### src/rtl/uart_txrx.sv
// ============================================================================
// Module   : uart_txrx
// Purpose  : Full-duplex UART (8 data bits, 1 stop bit) with a transmitter
//            and a receiver in one block. Both halves share the clock and
//            reset but otherwise run independently.
// Revision : 1.0 - initial release
//
// Parameters
//   CLKS_PER_BIT : CLK cycles per serial bit (must be >= 4).
//
// Ports
//   CLK      in   system clock
//   RST_X    in   asynchronous, active-low reset
//   TX_DATA  in   [7:0] byte to send, latched when TX_WE is accepted
//   TX_WE    in   one-cycle transmit strobe, accepted only while TX_READY=1
//   TXD      out  registered serial output, idle high
//   TX_READY out  transmitter idle and able to accept TX_WE
//   RXD      in   serial input, asynchronous to CLK
//   RX_DATA  out  [7:0] last correctly received byte (held between frames)
//   RX_EN    out  one-cycle pulse when RX_DATA has been updated
//
// Build option
//   UART_PARITY_EN : when defined, an even-parity bit is inserted between the
//                    last data bit and the stop bit (11-bit frame). Received
//                    bytes with a parity mismatch are discarded.
// ============================================================================
`default_nettype none

module uart_txrx #(
  parameter int CLKS_PER_BIT = 1042
) (
  input  logic       CLK,
  input  logic       RST_X,
  input  logic [7:0] TX_DATA,
  input  logic       TX_WE,
  output logic       TXD,
  output logic       TX_READY,
  input  logic       RXD,
  output logic [7:0] RX_DATA,
  output logic       RX_EN
);

  // --------------------------------------------------------------------------
  // Constants
  // --------------------------------------------------------------------------
  localparam int CNT_W = (CLKS_PER_BIT > 2) ? $clog2(CLKS_PER_BIT) : 1;
  localparam logic [CNT_W-1:0] BIT_LAST  = CNT_W'(CLKS_PER_BIT - 1);
  localparam logic [CNT_W-1:0] HALF_LAST = CNT_W'(CLKS_PER_BIT / 2 - 1);

`ifdef UART_PARITY_EN
  localparam int TX_BITS = 11;
`else
  localparam int TX_BITS = 10;
`endif
  // The start bit is driven straight into TXD, so the shifter holds the rest.
  localparam int SHIFT_W = TX_BITS - 1;
  localparam logic [3:0] TX_BIT_LAST = 4'(TX_BITS - 1);

  localparam logic [0:0] TXS_IDLE = 1'b0;
  localparam logic [0:0] TXS_SEND = 1'b1;

  localparam logic [2:0] RXS_IDLE   = 3'd0;
  localparam logic [2:0] RXS_START  = 3'd1;
  localparam logic [2:0] RXS_DATA   = 3'd2;
`ifdef UART_PARITY_EN
  localparam logic [2:0] RXS_PARITY = 3'd3;
`endif
  localparam logic [2:0] RXS_STOP   = 3'd4;
  localparam logic [2:0] RXS_WAIT   = 3'd5;

  // ==========================================================================
  // Transmitter
  // ==========================================================================
  logic [0:0]         tx_state_q, tx_state_d;
  logic [CNT_W-1:0]   tx_cnt_q,   tx_cnt_d;
  logic [3:0]         tx_bit_q,   tx_bit_d;
  logic [SHIFT_W-1:0] tx_shift_q, tx_shift_d;
  logic               txd_q,      txd_d;
  logic [SHIFT_W-1:0] tx_load;

  // Remaining bits of the frame after the start bit, LSB sent first.
`ifdef UART_PARITY_EN
  assign tx_load = {1'b1, ^TX_DATA, TX_DATA};
`else
  assign tx_load = {1'b1, TX_DATA};
`endif

  // State register
  always_ff @(posedge CLK or negedge RST_X) begin
    if (!RST_X) begin
      tx_state_q <= TXS_IDLE;
      tx_cnt_q   <= '0;
      tx_bit_q   <= '0;
      tx_shift_q <= '1;
      txd_q      <= 1'b1;
    end else begin
      tx_state_q <= tx_state_d;
      tx_cnt_q   <= tx_cnt_d;
      tx_bit_q   <= tx_bit_d;
      tx_shift_q <= tx_shift_d;
      txd_q      <= txd_d;
    end
  end

  // Next-state logic
  always_comb begin
    tx_state_d = tx_state_q;
    tx_cnt_d   = tx_cnt_q;
    tx_bit_d   = tx_bit_q;
    tx_shift_d = tx_shift_q;
    txd_d      = txd_q;
    case (tx_state_q)
      TXS_IDLE: begin
        if (TX_WE) begin
          tx_state_d = TXS_SEND;
          tx_cnt_d   = '0;
          tx_bit_d   = '0;
          tx_shift_d = tx_load;
          txd_d      = 1'b0;
        end
      end
      TXS_SEND: begin
        if (tx_cnt_q == BIT_LAST) begin
          tx_cnt_d = '0;
          if (tx_bit_q == TX_BIT_LAST) begin
            // Stop bit has run its full length: release the line.
            tx_state_d = TXS_IDLE;
            txd_d      = 1'b1;
          end else begin
            tx_bit_d   = tx_bit_q + 4'd1;
            txd_d      = tx_shift_q[0];
            tx_shift_d = {1'b1, tx_shift_q[SHIFT_W-1:1]};
          end
        end else begin
          tx_cnt_d = tx_cnt_q + CNT_W'(1);
        end
      end
      default: begin
        tx_state_d = TXS_IDLE;
        txd_d      = 1'b1;
      end
    endcase
  end

  // Outputs
  always_comb begin
    TX_READY = (tx_state_q == TXS_IDLE);
    TXD      = txd_q;
  end

  // ==========================================================================
  // Receiver
  // ==========================================================================
  logic             rx_meta_q;
  logic             rx_sync_q;
  logic [2:0]       rx_state_q, rx_state_d;
  logic [CNT_W-1:0] rx_cnt_q,   rx_cnt_d;
  logic [2:0]       rx_bit_q,   rx_bit_d;
  logic [7:0]       rx_shift_q, rx_shift_d;
  logic [7:0]       rx_data_q,  rx_data_d;
  logic             rx_en_q,    rx_en_d;
  logic             rx_err;
`ifdef UART_PARITY_EN
  logic             rx_perr_q,  rx_perr_d;
  assign rx_err = rx_perr_q;
`else
  assign rx_err = 1'b0;
`endif

  // Two-flop synchronizer; resets to the idle line level so that reset
  // release never looks like a start edge.
  always_ff @(posedge CLK or negedge RST_X) begin
    if (!RST_X) begin
      rx_meta_q <= 1'b1;
      rx_sync_q <= 1'b1;
    end else begin
      rx_meta_q <= RXD;
      rx_sync_q <= rx_meta_q;
    end
  end

  // State register
  always_ff @(posedge CLK or negedge RST_X) begin
    if (!RST_X) begin
      rx_state_q <= RXS_IDLE;
      rx_cnt_q   <= '0;
      rx_bit_q   <= '0;
      rx_shift_q <= '0;
      rx_data_q  <= '0;
      rx_en_q    <= 1'b0;
`ifdef UART_PARITY_EN
      rx_perr_q  <= 1'b0;
`endif
    end else begin
      rx_state_q <= rx_state_d;
      rx_cnt_q   <= rx_cnt_d;
      rx_bit_q   <= rx_bit_d;
      rx_shift_q <= rx_shift_d;
      rx_data_q  <= rx_data_d;
      rx_en_q    <= rx_en_d;
`ifdef UART_PARITY_EN
      rx_perr_q  <= rx_perr_d;
`endif
    end
  end

  // Next-state logic. After the half-bit start delay every later sample
  // lands one full bit period apart, i.e. at bit centres.
  always_comb begin
    rx_state_d = rx_state_q;
    rx_cnt_d   = rx_cnt_q;
    rx_bit_d   = rx_bit_q;
    rx_shift_d = rx_shift_q;
    rx_data_d  = rx_data_q;
    rx_en_d    = 1'b0;
`ifdef UART_PARITY_EN
    rx_perr_d  = rx_perr_q;
`endif
    case (rx_state_q)
      RXS_IDLE: begin
        if (!rx_sync_q) begin
          rx_state_d = RXS_START;
          rx_cnt_d   = '0;
        end
      end
      RXS_START: begin
        if (rx_cnt_q == HALF_LAST) begin
          rx_cnt_d = '0;
          if (!rx_sync_q) begin
            rx_state_d = RXS_DATA;
            rx_bit_d   = '0;
          end else begin
            // Line went back high before mid-start: a glitch, not a frame.
            rx_state_d = RXS_IDLE;
          end
        end else begin
          rx_cnt_d = rx_cnt_q + CNT_W'(1);
        end
      end
      RXS_DATA: begin
        if (rx_cnt_q == BIT_LAST) begin
          rx_cnt_d   = '0;
          rx_shift_d = {rx_sync_q, rx_shift_q[7:1]};
          if (rx_bit_q == 3'd7) begin
`ifdef UART_PARITY_EN
            rx_state_d = RXS_PARITY;
`else
            rx_state_d = RXS_STOP;
`endif
          end else begin
            rx_bit_d = rx_bit_q + 3'd1;
          end
        end else begin
          rx_cnt_d = rx_cnt_q + CNT_W'(1);
        end
      end
`ifdef UART_PARITY_EN
      RXS_PARITY: begin
        if (rx_cnt_q == BIT_LAST) begin
          rx_cnt_d   = '0;
          rx_perr_d  = (^rx_shift_q) != rx_sync_q;
          rx_state_d = RXS_STOP;
        end else begin
          rx_cnt_d = rx_cnt_q + CNT_W'(1);
        end
      end
`endif
      RXS_STOP: begin
        if (rx_cnt_q == BIT_LAST) begin
          rx_cnt_d = '0;
          if (rx_sync_q) begin
            // Leave at mid-stop so the next start edge is caught on time.
            rx_state_d = RXS_IDLE;
            if (!rx_err) begin
              rx_data_d = rx_shift_q;
              rx_en_d   = 1'b1;
            end
          end else begin
            // Framing error: drop the byte and wait for the line to idle.
            rx_state_d = RXS_WAIT;
          end
        end else begin
          rx_cnt_d = rx_cnt_q + CNT_W'(1);
        end
      end
      RXS_WAIT: begin
        if (rx_sync_q) begin
          rx_state_d = RXS_IDLE;
        end
      end
      default: begin
        rx_state_d = RXS_IDLE;
      end
    endcase
  end

  // Outputs
  always_comb begin
    RX_DATA = rx_data_q;
    RX_EN   = rx_en_q;
  end

endmodule

`default_nettype wire

### config.mk
export PLATFORM = sky130hd
export DESIGN_NAME = uart_txrx
export DESIGN_NICKNAME = d
export VERILOG_FILES = /design/src/rtl/uart_txrx.sv
export SDC_FILE = /design/constraint.sdc
export NUM_CORES = 1
export LEC_CHECK = 0
export BUFFER_PORTS_ARGS = -buffer_cell sky130_fd_sc_hd__buf_2
export CAP_MARGIN = 20
export CORE_UTILIZATION = 57
export CTS_CLUSTER_SIZE = 14
export DETAILED_ROUTE_END_ITERATION = 12
export PLACE_DENSITY = 0.86
export SLEW_MARGIN = 20
export SYNTH_ARGS = -nofsm -noshare
export SYNTH_HDL_FRONTEND = slang
export SYNTH_SLANG_ARGS = --single-unit
### constraint.sdc
create_clock -name CLK -period 2.3 [get_ports CLK]
set_clock_uncertainty 0.1 [all_clocks]
set_input_delay 0.115 -clock CLK [delete_from_list [all_inputs] [get_ports CLK]]
set_output_delay 0.115 -clock CLK [all_outputs]
set_load 0.01 [all_outputs]
==> out/metrics.yaml, run 1 <==
outcome: "finished clean"
floorplan.core_area_sq_um: 5270
final.setup.worst_slack_ns: 0.1513
p_per_area_nw_per_um2: 722.5
synth_ff_type: "sky130_fd_sc_hd__dfrtp_1"
post_synth.cell_area_avg_sq_um: 11.09
dpl-instance-area_sq_um: 3463
unrepaired_setup_endpoints_after_global_routing: "false"
final_cell_count_no_fill: 406
grt_remaining_overflow: 0
synth-edff-count: 0
critPathRequiredTime_ns: 2.44
seqPwrFrac_pct: 51.1
post-place-ws_ns: 0.03446
h-tree-depth: 3
slew_headroom_pct: 53.36
power_report.internal_total_w: 0.001947
vias: 2409
vdd_ir_drop_max_mv: 0.5304
swShare_pct: 27.96
floorplan.die.width_um: 76.99
area_delta_synth_final_pct: 16.71
synthesis.instances: 289
worst_slew_pin_slew_ns: 0.6971
mappedNetlistArea_sq_um: 3206
netlist-cell-type-count: 62
fin_area_sq_um: 3741
hold_path_class: "in2reg"
finalCritPeriodShare_pct: 93.42
drive_above_1_share_pct: 32.44
synth-seq-area-share_pct: 48.05
drt_wl_total_mm: 6.374
tritoncts: "built"
cts_buffers: 9
totalNegativeSetupSlack_ns: 0
yosys-top-cells-area: "sky130_fd_sc_hd__dfrtp_1 39%, sky130_fd_sc_hd__mux2_2 11%, sky130_fd_sc_hd__dfstp_2 9.0%, sky130_fd_sc_hd__ha_1 3.5%, sky130_fd_sc_hd__a31oi_1 2.5%"
clock_power_share_pct: 35.4
synthArstFlopShare_pct: 100.0
power_switching_w: 0.0007558
drt_iter0_drc: 144
max_freq_ghz: 0.4654
sum_of_net_half_perimeters_after_detailed_placement_mm: 4.452
fillerInstances: 373
detail_route.wl_per_cell_um: 15.70
drt_first_pass_iters: 4
power.combinational.fraction_pct: 13.5
die_h_um: 76.99
cts-root-to-sink-buffers: 2
io_buffers: 22
crit_path_end_kind: "flip-flop"
cts.sinks: 61
initial_utilization_pct: 60.83
maximum_number_of_pins_on_one_net_before_global_route_repair: 26
nNetsFinal: 352
period_minus_slack_ns: 2.149
arrival_ns: 2.29
fp.dieArea_sq_um: 5927
timing_worst_setup_path_type: "reg2reg"
synth-warning-count: 0
setup_viol: 0
std_cell_rows: 26
final_max_slew_viol_count: 0
cts_root_buf: "sky130_fd_sc_hd__clkbuf_8"
p_leak_nw: 1.777
wire_length_of_the_first_global_routing_pass_mm: 10.95
startpoint_type: "flip-flop"
clock_pin_slew_on_the_worst_setup_and_hold_paths_ns: 0.07
antenna_violations_before_repair: 0
synth_nets: 310
cell_total_after_placement: 385
design.portCount: 23
synth.top_cells.by_count: "50 x sky130_fd_sc_hd__dfrtp_1, 31 x sky130_fd_sc_hd__mux2_2, 18 x sky130_fd_sc_hd__nand2_1"
cap_viol_max_count: 0
post-synth-top-area-cell: "sky130_fd_sc_hd__dfrtp_1"
routability_driven_placement_congestion_ratio: 0.8464
grt_pass1_vias: 2418
clock_latency_on_the_worst_skew_pair_ns: 0.35
remaining_drc_errors: 0
number_of_register_bits_inferred_by_synthesis: 61
route.detailed.vias_per_inst: 5.933
critPathMaxFanout: 12
total_track_usage_pct: 23.94
antenna_cells: 0
synth_most_common_cell: "sky130_fd_sc_hd__dfrtp_1"
netlist.area_leader.share_pct: 39.03
finalHoldViolCount: 0
postRouteAntennaNets: 0
## power groups by stage
stage          registers (W)  clock network [W]  logic [W]
2_1_floorplan        0.00136                  0   0.000262
3_3_place_gp         0.00139                  0   0.000339
3_5_place_dp         0.00140                  0   0.000363
4_1_cts              0.00138           0.000987   0.000368
5_1_grt              0.00141            0.00103   0.000421
6_report             0.00138           0.000957   0.000364
## metal layers
layer	global-route usage [%]	part of all wire, %
met1	30.66	44
met2	37.41	51
met3	7.143	3.1
met4	10.94	1.6
met5	0	0
## area by class of cell
cell class              count  area (sq um)  share of cell area [%]
well taps                  70         87.58                   2.341
flip-flops and latches     61          1540                   41.17
clock buffers              11         141.4                   3.779
clock inverters             5         60.06                   1.605
repair buffers             44         285.3                   7.625
inverters                  12         45.04                   1.204
multi-input cells         203          1582                   42.27
## repair_timing
action                                  4_1_cts  5_1_grt
gates resized for setup                       0        3
endpoints found under the hold margin        26        0
endpoints found under the setup margin        0       25
setup buffers                                 0        1
hold buffers                                  4        0
## per-stage QoR
stage	hold slack, ns	total power, W	util (%)
final	0.02363	0.002703	70.99
after global routing	0.02603	0.002857	70.99
after CTS	0.01588	0.002735	70.30
after detailed placement	0.04377	0.001758	65.72
after global placement	0.02754	0.001728	65.72
after floorplan	-0.2806	0.001625	-
## worst max-delay path, stage by stage (launching register included)
cell	delay (ns)
sky130_fd_sc_hd__dfstp_2	0.55
sky130_fd_sc_hd__or4b_1	0.46
sky130_fd_sc_hd__and3_1	0.36
sky130_fd_sc_hd__buf_4	0.25
sky130_fd_sc_hd__mux2i_1	0.12
sky130_fd_sc_hd__a211oi_1	0.21
## layout by cell type (no fill, tap or decap), types with 2 or more instances in the layout
cell	count
sky130_fd_sc_hd__ha_1	9
sky130_fd_sc_hd__nor3b_1	2
sky130_fd_sc_hd__nand4_1	6
sky130_fd_sc_hd__a22o_1	5
sky130_fd_sc_hd__and4_1	2
sky130_fd_sc_hd__nor2b_1	3
sky130_fd_sc_hd__nor4bb_1	2
sky130_fd_sc_hd__o22ai_1	3
sky130_fd_sc_hd__a31oi_1	13
sky130_fd_sc_hd__nand2_1	18
sky130_fd_sc_hd__a311oi_1	2
sky130_fd_sc_hd__mux2_2	31
sky130_fd_sc_hd__buf_4	18
sky130_fd_sc_hd__a211o_1	3
sky130_fd_sc_hd__nor2_1	11
sky130_fd_sc_hd__and2_1	2
sky130_fd_sc_hd__a21o_1	3
sky130_fd_sc_hd__a41oi_1	2
sky130_fd_sc_hd__buf_2	22
sky130_fd_sc_hd__o31ai_1	2
sky130_fd_sc_hd__nand3_1	6
sky130_fd_sc_hd__a21oi_1	13
sky130_fd_sc_hd__a211oi_1	3
sky130_fd_sc_hd__nor3_1	2
sky130_fd_sc_hd__o21ai_0	12
sky130_fd_sc_hd__dlygate4sd3_1	4
sky130_fd_sc_hd__o31a_1	2
sky130_fd_sc_hd__inv_1	11
sky130_fd_sc_hd__dfstp_2	11
sky130_fd_sc_hd__clkinv_4	2
sky130_fd_sc_hd__xnor2_1	2
sky130_fd_sc_hd__clkbuf_8	10
sky130_fd_sc_hd__and3_1	6
sky130_fd_sc_hd__dfrtp_1	50
sky130_fd_sc_hd__nand2b_1	3
sky130_fd_sc_hd__mux2i_1	6
sky130_fd_sc_hd__nor4_1	4
## path summary, 6_finish.rpt
kind                             from       endpoint  slack [ns]  depth (start not counted)
min in group asynchronous       RST_X  rx_state_q[0]        0.19                          2
max reg2reg                 rx_sync_q    rx_cnt_q[7]        0.15                          5
min reg2reg                 rx_meta_q      rx_sync_q        0.26                          0
min                        TX_DATA[3]  tx_shift_q[3]        0.02                          3
max                         rx_sync_q    rx_cnt_q[7]        0.15                          5
max in group asynchronous       RST_X      rx_sync_q        1.19                          3
## sequential cells by signal, indices dropped and copies added (netlist names)
register,flops
RX_DATA,8
RX_EN,1
TXD,1
rx_bit_q,3
rx_cnt_q,11
rx_meta_q,1
rx_shift_q,8
rx_state_q,3
rx_sync_q,1
tx_bit_q,4
tx_cnt_q,11
tx_shift_q,8
tx_state_q,1
## kinds of logic after synthesis
group,after synthesis,synth area share [%]
xor gates and xnor gates,3,0.8198
AOI/OAI and AO/OA,71,15.26
adders and majority gates,9,3.513
DFF,61,48.05
buffers and inverters,25,3.512
and+or+nand+nor,83,16.08
muxes,37,12.76
Power figures use the tool's default switching activity.
==> inputs of run 2 (changes only) <==
Settings changed: CORE_UTILIZATION 57 to 60, HOLD_SLACK_MARGIN set to 0.05, PLACE_DENSITY 0.86 to 0.89.
==> out/metrics.yaml, run 2 (synthesized netlist as in run 1, its figures left out) <==
vdd_ir_drop_max_mv: 0.8008  # was 0.5304 mV
design.portCount: 23  # unchanged
die_h_um: 75.10  # was 76.99 um
most_frequent_standard_cell_in_the_layout_excluding_fill_and_tap_cells: "sky130_fd_sc_hd__dfrtp_1"  # unchanged
cts_root_buf: "sky130_fd_sc_hd__clkbuf_8"  # unchanged
slew_headroom_pct: 50.53  # was 53.36%
grt_remaining_overflow: 0  # unchanged
antenna_cells: 0  # unchanged
fp.dieArea_sq_um: 5639  # was 5927 sq um
vias: 2487  # was 2,409
cts-root-to-sink-buffers: 2  # unchanged
hold_path_class: "in2reg"  # unchanged
finalCritPeriodShare_pct: 98.18  # was 93.42%
drt_iter0_drc: 215  # was 144
critPathRequiredTime_ns: 2.42  # was 2.44 ns
max_freq_ghz: 0.4428  # was 0.4654 GHz
layout.core_utilization_pct: 73.42  # was 70.99%
cap_viol_max_count: 0  # unchanged
clock_pin_slew_on_the_worst_setup_and_hold_paths_ns: 0.07  # about the same
detail_route.wl_per_cell_um: 16.79  # was 15.70 um
sum_of_net_half_perimeters_after_detailed_placement_mm: 4.570  # was 4.452 mm
floorplan.die.width_um: 75.10  # was 76.99 um
wire_length_of_the_first_global_routing_pass_mm: 10.75  # was 10.95 mm
maximum_number_of_pins_on_one_net_before_global_route_repair: 24  # was 26
finalHoldViolCount: 0  # unchanged
final_max_slew_viol_count: 0  # unchanged
p_per_area_nw_per_um2: 744.5  # was 722.5 nW/um^2
reg_top3: "rx_cnt_q x11, tx_cnt_q x11"  # unchanged
layout_common_cells: "50 x sky130_fd_sc_hd__dfrtp_1, 31 x sky130_fd_sc_hd__mux2_2, 22 x sky130_fd_sc_hd__buf_2, 18 x sky130_fd_sc_hd__nand2_1, 17 x sky130_fd_sc_hd__buf_4"  # was 50 x sky130_fd_sc_hd__dfrtp_1, 31 x sky130_fd_sc_hd__mux2_2, 22 x sky130_fd_sc_hd__buf_2, 18 x sky130_fd_sc_hd__nand2_1, 18 x sky130_fd_sc_hd__buf_4
crit_path_end_kind: "flip-flop"  # unchanged
floorplan.core_area_sq_um: 5140  # was 5270 sq um
clock_latency_on_the_worst_skew_pair_ns: 0.34  # was 0.35 ns
totalNegativeSetupSlack_ns: 0  # unchanged
unrepaired_setup_endpoints_after_global_routing: "true"  # was false
area_delta_synth_final_pct: 17.72  # was 16.71%
std_cell_rows: 26  # unchanged
io_buffers: 22  # unchanged
postRouteAntennaNets: 0  # unchanged
startpoint_type: "flip-flop"  # unchanged
initial_utilization_pct: 62.37  # was 60.83%
drive_above_1_share_pct: 31.47  # was 32.44%
drt_wl_total_mm: 6.883  # was 6.374 mm
cts_buffers: 9  # unchanged
post_cts.repair.setup_buffers: 0  # unchanged
outcome: "finished clean"  # unchanged
cts.sinks: 61  # unchanged
route.detailed.vias_per_inst: 6.066  # was 5.933
remaining_drc_errors: 0  # unchanged
routability_driven_placement_congestion_ratio: 0.8849  # was 0.8464
h-tree-depth: 3  # unchanged
tritoncts: "built"  # unchanged
drt_first_pass_iters: 4  # unchanged
grt_pass1_vias: 2319  # was 2,418
antenna_violations_before_repair: 0  # unchanged
worst_slew_pin_slew_ns: 0.7394  # was 0.6971 ns
period_minus_slack_ns: 2.258  # was 2.149 ns
total_track_usage_pct: 26.49  # was 23.94%
nNetsFinal: 356  # was 352
timing_worst_setup_path_type: "reg2reg"  # unchanged
arrival_ns: 2.38  # was 2.29 ns
setup_viol: 0  # unchanged
p_leak_nw: 1.798  # was 1.777 nW
critPathMaxFanout: 9  # was 12
-- run 2: cell types whose count changed in the layout (fill, tap and decap cells not counted) --
cell and change:
sky130_fd_sc_hd__a2111oi_2 +1, sky130_fd_sc_hd__o32a_2 +1, sky130_fd_sc_hd__bufinv_16 +1, sky130_fd_sc_hd__buf_4 -1
sky130_fd_sc_hd__clkinv_2 +1, sky130_fd_sc_hd__clkinv_1 +1, sky130_fd_sc_hd__dlygate4sd3_1 +5, sky130_fd_sc_hd__clkinvlp_4 -1
sky130_fd_sc_hd__clkinv_4 -2, sky130_fd_sc_hd__a2111oi_4 -1, sky130_fd_sc_hd__o32a_4 -1
-- run 2: final timing paths --
kind / startpoint / end / slack (ns) / cells past startpoint
setup / recovery: rx_cnt_q[6] / RX_DATA[2] / 0.04 / 4
hold / removal: TX_DATA[4] / tx_shift_q[4] / 0.06 / 3
setup reg to reg: rx_cnt_q[6] / RX_DATA[2] / 0.04 / 4
hold reg to reg: rx_meta_q / rx_sync_q / 0.26 / 0
max in group asynchronous: RST_X / tx_shift_q[1] / 1.22 / 3
min in group asynchronous: RST_X / rx_shift_q[1] / 0.16 / 2
-- run 2: per-stage QoR --
stage               power (W)  setup WS (ns)  std cells  cell area (sq um)  hold WS [ns]
finish               0.002809        0.04175        410               3774       0.06486
CTS                  0.002822        0.06449        409               3759       0.05357
global placement     0.001727         0.1456        385               3463      -0.01366
floorplan            0.001625         0.1969        289               3206       -0.2806
global route         0.002932       -0.02449        410               3774       0.05205
detailed placement   0.001762        0.08352        385               3463      -0.01500
-- run 2: power by group --
part           switching, W  total (W)  internal [W]
clock              0.000410    0.00104      0.000632
combinational      0.000192   0.000381      0.000189
sequential         0.000154    0.00139       0.00123
total              0.000755    0.00281       0.00205
-- run 2: repair_timing --
action / 4_1_cts / 5_1_grt
endpoints found under the setup margin: 0 / 6
hold endpoints to repair: 26 / 1
hold buffers: 8 / 1
gates resized for setup: 0 / 1
-- run 2: routing by layer --
metal	track usage, %	wire [um]	up-vias	share of wire [%]
met4	10.90	108	0	1.6
li1	-	-	1180	-
met2	44.14	3460	50	50
met1	32.72	3060	1247	44
met5	0	0	-	0
met3	7.229	255	10	3.7
-- run 2: final cells by class --
| class | instances | area [sq um] |
|---|---|---|
| clock buffer | 11 | 141.4 |
| clock inverter | 5 | 73.82 |
| fill | 380 | 1366 |
| inverter | 12 | 45.04 |
| multi-input combinational | 203 | 1558 |
| sequential | 61 | 1540 |
| tap | 70 | 87.58 |
| timing repair buffer | 48 | 327.8 |
-- run 2: worst max-delay path, cell delays in order, from the launching register on --
cell and delay, ns:
sky130_fd_sc_hd__dfrtp_1 0.42, sky130_fd_sc_hd__or4_4 0.57, sky130_fd_sc_hd__nor4_4 0.44, sky130_fd_sc_hd__nand4b_4 0.27, sky130_fd_sc_hd__mux2_2 0.34
==> inputs of run 3 (changes only) <==
Settings changed: ABC_AREA set to 1, ABC_CLOCK_PERIOD_IN_PS set to 2300.
==> out/metrics.yaml, run 3 <==
number_of_register_bits_inferred_by_synthesis: 61  # unchanged
maximum_number_of_pins_on_one_net_before_global_route_repair: 30  # was 24
cp_num_buf_inv: 1  # was 0
crit_path_end_kind: "flip-flop"  # unchanged
synth-warning-count: 0  # unchanged
total_track_usage_pct: 27.29  # was 26.49%
floorplan.core_area_sq_um: 5507  # was 5140 sq um
design.portCount: 23  # unchanged
sum_of_net_half_perimeters_after_detailed_placement_mm: 5.005  # was 4.570 mm
area_delta_synth_final_pct: 13.98  # was 17.72%
hold_path.startpoint: "TX_WE"  # was TX_DATA[4]
max_freq_ghz: 0.5260  # was 0.4428 GHz
period_minus_slack_ns: 1.901  # was 2.258 ns
synth.top_cells.by_count: "130 x sky130_fd_sc_hd__nand2_1, 50 x sky130_fd_sc_hd__dfrtp_1, 38 x sky130_fd_sc_hd__nor2_1"  # was 50 x sky130_fd_sc_hd__dfrtp_1, 31 x sky130_fd_sc_hd__mux2_2, 18 x sky130_fd_sc_hd__nand2_1
timing_worst_setup_path_type: "reg2reg"  # unchanged
cts_root_buf: "sky130_fd_sc_hd__clkbuf_8"  # unchanged
hold-path-endpoint: "tx_cnt_q[9]"  # was tx_shift_q[4]
netlist.area_leader.share_pct: 36.59  # was 39.03%
unrepaired_setup_endpoints_after_global_routing: "false"  # was true
final_cell_count_no_fill: 543  # was 410
p_per_area_nw_per_um2: 730.9  # was 744.5 nW/um^2
die_h_um: 77.50  # was 75.10 um
drt_iter0_drc: 217  # was 215
antenna_cells: 0  # unchanged
h-tree-depth: 3  # unchanged
totalNegativeSetupSlack_ns: 0  # unchanged
vdd_ir_drop_max_mv: 0.7581  # was 0.8008 mV
vias: 3090  # was 2,487
fin_area_sq_um: 3897  # was 3774 sq um
slew_headroom_pct: 54.52  # was 50.53%
worst_slew_pin_slew_ns: 0.6822  # was 0.7394 ns
detail_route.wl_per_cell_um: 13.78  # was 16.79 um
timing.rr.start: "tx_cnt_q[1]"  # was rx_cnt_q[6]
reg_top3: "rx_cnt_q x11, tx_cnt_q x11"  # unchanged
cp_cell_sequence: "inv_1 -> ha_1 -> nand2_1 -> nor3_1 -> nand3_1 -> nand2_1 -> nand3_1 -> nand2_1 -> nand2_1"  # was or4_4 -> nor4_4 -> nand4b_4 -> mux2_2
synth-seq-area-share_pct: 45.04  # was 48.05%
worst_path_largest_cell_delay_ns: 0.41  # was 0.57 ns
timing.critical_path.depth: 9  # was 4
grt_pass1_vias: 2966  # was 2,319
synthesis.instances: 428  # was 289
antenna_violations_before_repair: 0  # unchanged
critical_path.reg2reg.endpoint: "tx_bit_q[1]"  # was RX_DATA[2]
yosys-top-cells-area: "sky130_fd_sc_hd__dfrtp_1 37%, sky130_fd_sc_hd__nand2_1 14%, sky130_fd_sc_hd__dfstp_2 8.5%, sky130_fd_sc_hd__nand3_1 5.3%, sky130_fd_sc_hd__nor2_1 4.2%"  # was sky130_fd_sc_hd__dfrtp_1 39%, sky130_fd_sc_hd__mux2_2 11%, sky130_fd_sc_hd__dfstp_2 9.0%, sky130_fd_sc_hd__ha_1 3.5%, sky130_fd_sc_hd__a31oi_1 2.5%
route.detailed.vias_per_inst: 5.691  # was 6.066
most_frequent_standard_cell_in_the_layout_excluding_fill_and_tap_cells: "sky130_fd_sc_hd__nand2_1"  # was sky130_fd_sc_hd__dfrtp_1
initial_utilization_pct: 62.10  # was 62.37%
mappedNetlistArea_sq_um: 3420  # was 3206 sq um
post_synth.cell_area_avg_sq_um: 7.990  # was 11.09 sq um
synthArstFlopShare_pct: 100.0  # unchanged
io_buffers: 22  # unchanged
post_cts.repair.setup_buffers: 0  # unchanged
netlist-cell-type-count: 35  # was 62
finalHoldViolCount: 0  # unchanged
drt_first_pass_iters: 5  # was 4
fillerInstances: 411  # was 380
startpoint_type: "flip-flop"  # unchanged
setup_viol: 0  # unchanged
timing.critical_path.from: "tx_cnt_q[1]"  # was rx_cnt_q[6]
cts_resized: 0  # unchanged
critPathMaxFanout: 12  # was 9
critPathRequiredTime_ns: 2.43  # was 2.42 ns
arrival_ns: 2.03  # was 2.38 ns
dpl-instance-area_sq_um: 3587  # was 3463 sq um
std_cell_rows: 27  # was 26
clock_latency_on_the_worst_skew_pair_ns: 0.34  # about the same
cts-hold-fix-buffers: 10  # was 8
finalCritPeriodShare_pct: 82.66  # was 98.18%
routability_driven_placement_congestion_ratio: 0.9005  # was 0.8849
fp.dieArea_sq_um: 6005  # was 5639 sq um
worstRegToRegCells: 9  # was 4
drive_above_1_share_pct: 21.02  # was 31.47%
final_max_slew_viol_count: 0  # unchanged
hold_path_class: "in2reg"  # unchanged
holdPathStages: 5  # was 3
synth_most_common_cell: "sky130_fd_sc_hd__nand2_1"  # was sky130_fd_sc_hd__dfrtp_1
cap_viol_max_count: 0  # unchanged
p_leak_nw: 1.876  # was 1.798 nW
cpLargestDelayFamily: "simple AND/OR/NAND/NOR gates"  # unchanged
grt_remaining_overflow: 0  # unchanged
floorplan.die.width_um: 77.50  # was 75.10 um
synth_ff_type: "sky130_fd_sc_hd__dfrtp_1"  # unchanged
cts.sinks: 61  # unchanged
nNetsFinal: 487  # was 356
synth_nets: 449  # was 310
clock_pin_slew_on_the_worst_setup_and_hold_paths_ns: 0.07  # about the same
post-synth-top-area-cell: "sky130_fd_sc_hd__dfrtp_1"  # unchanged
postRouteAntennaNets: 0  # unchanged
cell_total_after_placement: 517  # was 385
drt_wl_total_mm: 7.485  # was 6.883 mm
cpMaxStageDelayCell: "sky130_fd_sc_hd__dfrtp_1"  # was sky130_fd_sc_hd__or4_4
fin_worst_hold_slack_ns: 0.07074  # was 0.06486 ns
layout.core_utilization_pct: 70.78  # was 73.42%
worst_path_most_repeated_cell: "sky130_fd_sc_hd__nand2_1"
cts-root-to-sink-buffers: 2  # unchanged
outcome: "finished clean"  # unchanged
timing.reg2reg.setup_slack_ns: 0.40  # was 0.04 ns
layout_common_cells: "130 x sky130_fd_sc_hd__nand2_1, 50 x sky130_fd_sc_hd__dfrtp_1, 38 x sky130_fd_sc_hd__nor2_1, 36 x sky130_fd_sc_hd__nand3_1, 35 x sky130_fd_sc_hd__inv_1"  # was 50 x sky130_fd_sc_hd__dfrtp_1, 31 x sky130_fd_sc_hd__mux2_2, 22 x sky130_fd_sc_hd__buf_2, 18 x sky130_fd_sc_hd__nand2_1, 17 x sky130_fd_sc_hd__buf_4
cts_buffers: 9  # unchanged
synth-edff-count: 0  # unchanged
remaining_drc_errors: 0  # unchanged
wire_length_of_the_first_global_routing_pass_mm: 12.97  # was 10.75 mm
tritoncts: "built"  # unchanged
-- run 3: routing by layer --
layer | wire, um | GRT usage [%] | share of wire [%]
met2 | 3765 | 46.81 | 50
met4 | 105 | 9.434 | 1.4
met5 | 0 | 0 | 0
met3 | 429 | 5.647 | 5.7
met1 | 3185 | 34.14 | 43
-- run 3: logic make-up (layout without fill, tap and decap cells) --
kind of cell               count (synthesis)  in the layout  synth area share, %
AOI/OAI and AO/OA                         43             43                8.416
DFF                                       61             61                45.04
adders and majority gates                  9              9                3.293
buffers and inverters                     55             98                7.208
xor gates and xnor gates                   8              8                2.049
and+or+nand+nor                          252            252                33.99
-- run 3: power breakdown --
group          total (W)  switching, W  leakage [nW]  internal, W
clock            0.00101      0.000450         0.102     0.000559
sequential       0.00138      0.000145         0.771      0.00123
combinational   0.000463      0.000272          1.00     0.000191
-- run 3: final cells by class --
| type | count | area [sq um] | area share (%) |
|---|---|---|---|
| inverter | 43 | 161.4 | 4.141 |
| timing repair buffer | 39 | 262.8 | 6.742 |
| tap | 72 | 90.09 | 2.311 |
| multi-input combinational | 312 | 1633 | 41.89 |
| clock inverter | 5 | 58.81 | 1.509 |
| sequential | 61 | 1540 | 39.52 |
| clock buffer | 11 | 151.4 | 3.884 |
-- run 3: worst register-to-register path, stage by stage, from the launching register on --
cell and delay (ns):
sky130_fd_sc_hd__dfrtp_1 0.41, sky130_fd_sc_hd__inv_1 0.09, sky130_fd_sc_hd__ha_1 0.15, sky130_fd_sc_hd__nand2_1 0.05
sky130_fd_sc_hd__nor3_1 0.20, sky130_fd_sc_hd__nand3_1 0.11, sky130_fd_sc_hd__nand2_1 0.09, sky130_fd_sc_hd__nand3_1 0.34
sky130_fd_sc_hd__nand2_1 0.18, sky130_fd_sc_hd__nand2_1 0.07
-- run 3: worst max-delay path by stage --
stage	slack, ns	endpoint
detailed placement	0.43	tx_bit_q[1]
finish	0.40	tx_bit_q[1]
floorplan	0.70	RX_DATA[6]
global placement	0.54	RX_DATA[4]
global route	0.21	tx_bit_q[3]
CTS	0.42	tx_bit_q[1]
-- run 3: per-stage QoR --
step | worst slack, ns | power [W]
2_1_floorplan | 0.7038 | 0.001695
3_3_place_gp | 0.5408 | 0.001795
3_5_place_dp | 0.4309 | 0.001829
4_1_cts | 0.4166 | 0.002846
5_1_grt | 0.2114 | 0.002989
6_report | 0.3987 | 0.002849
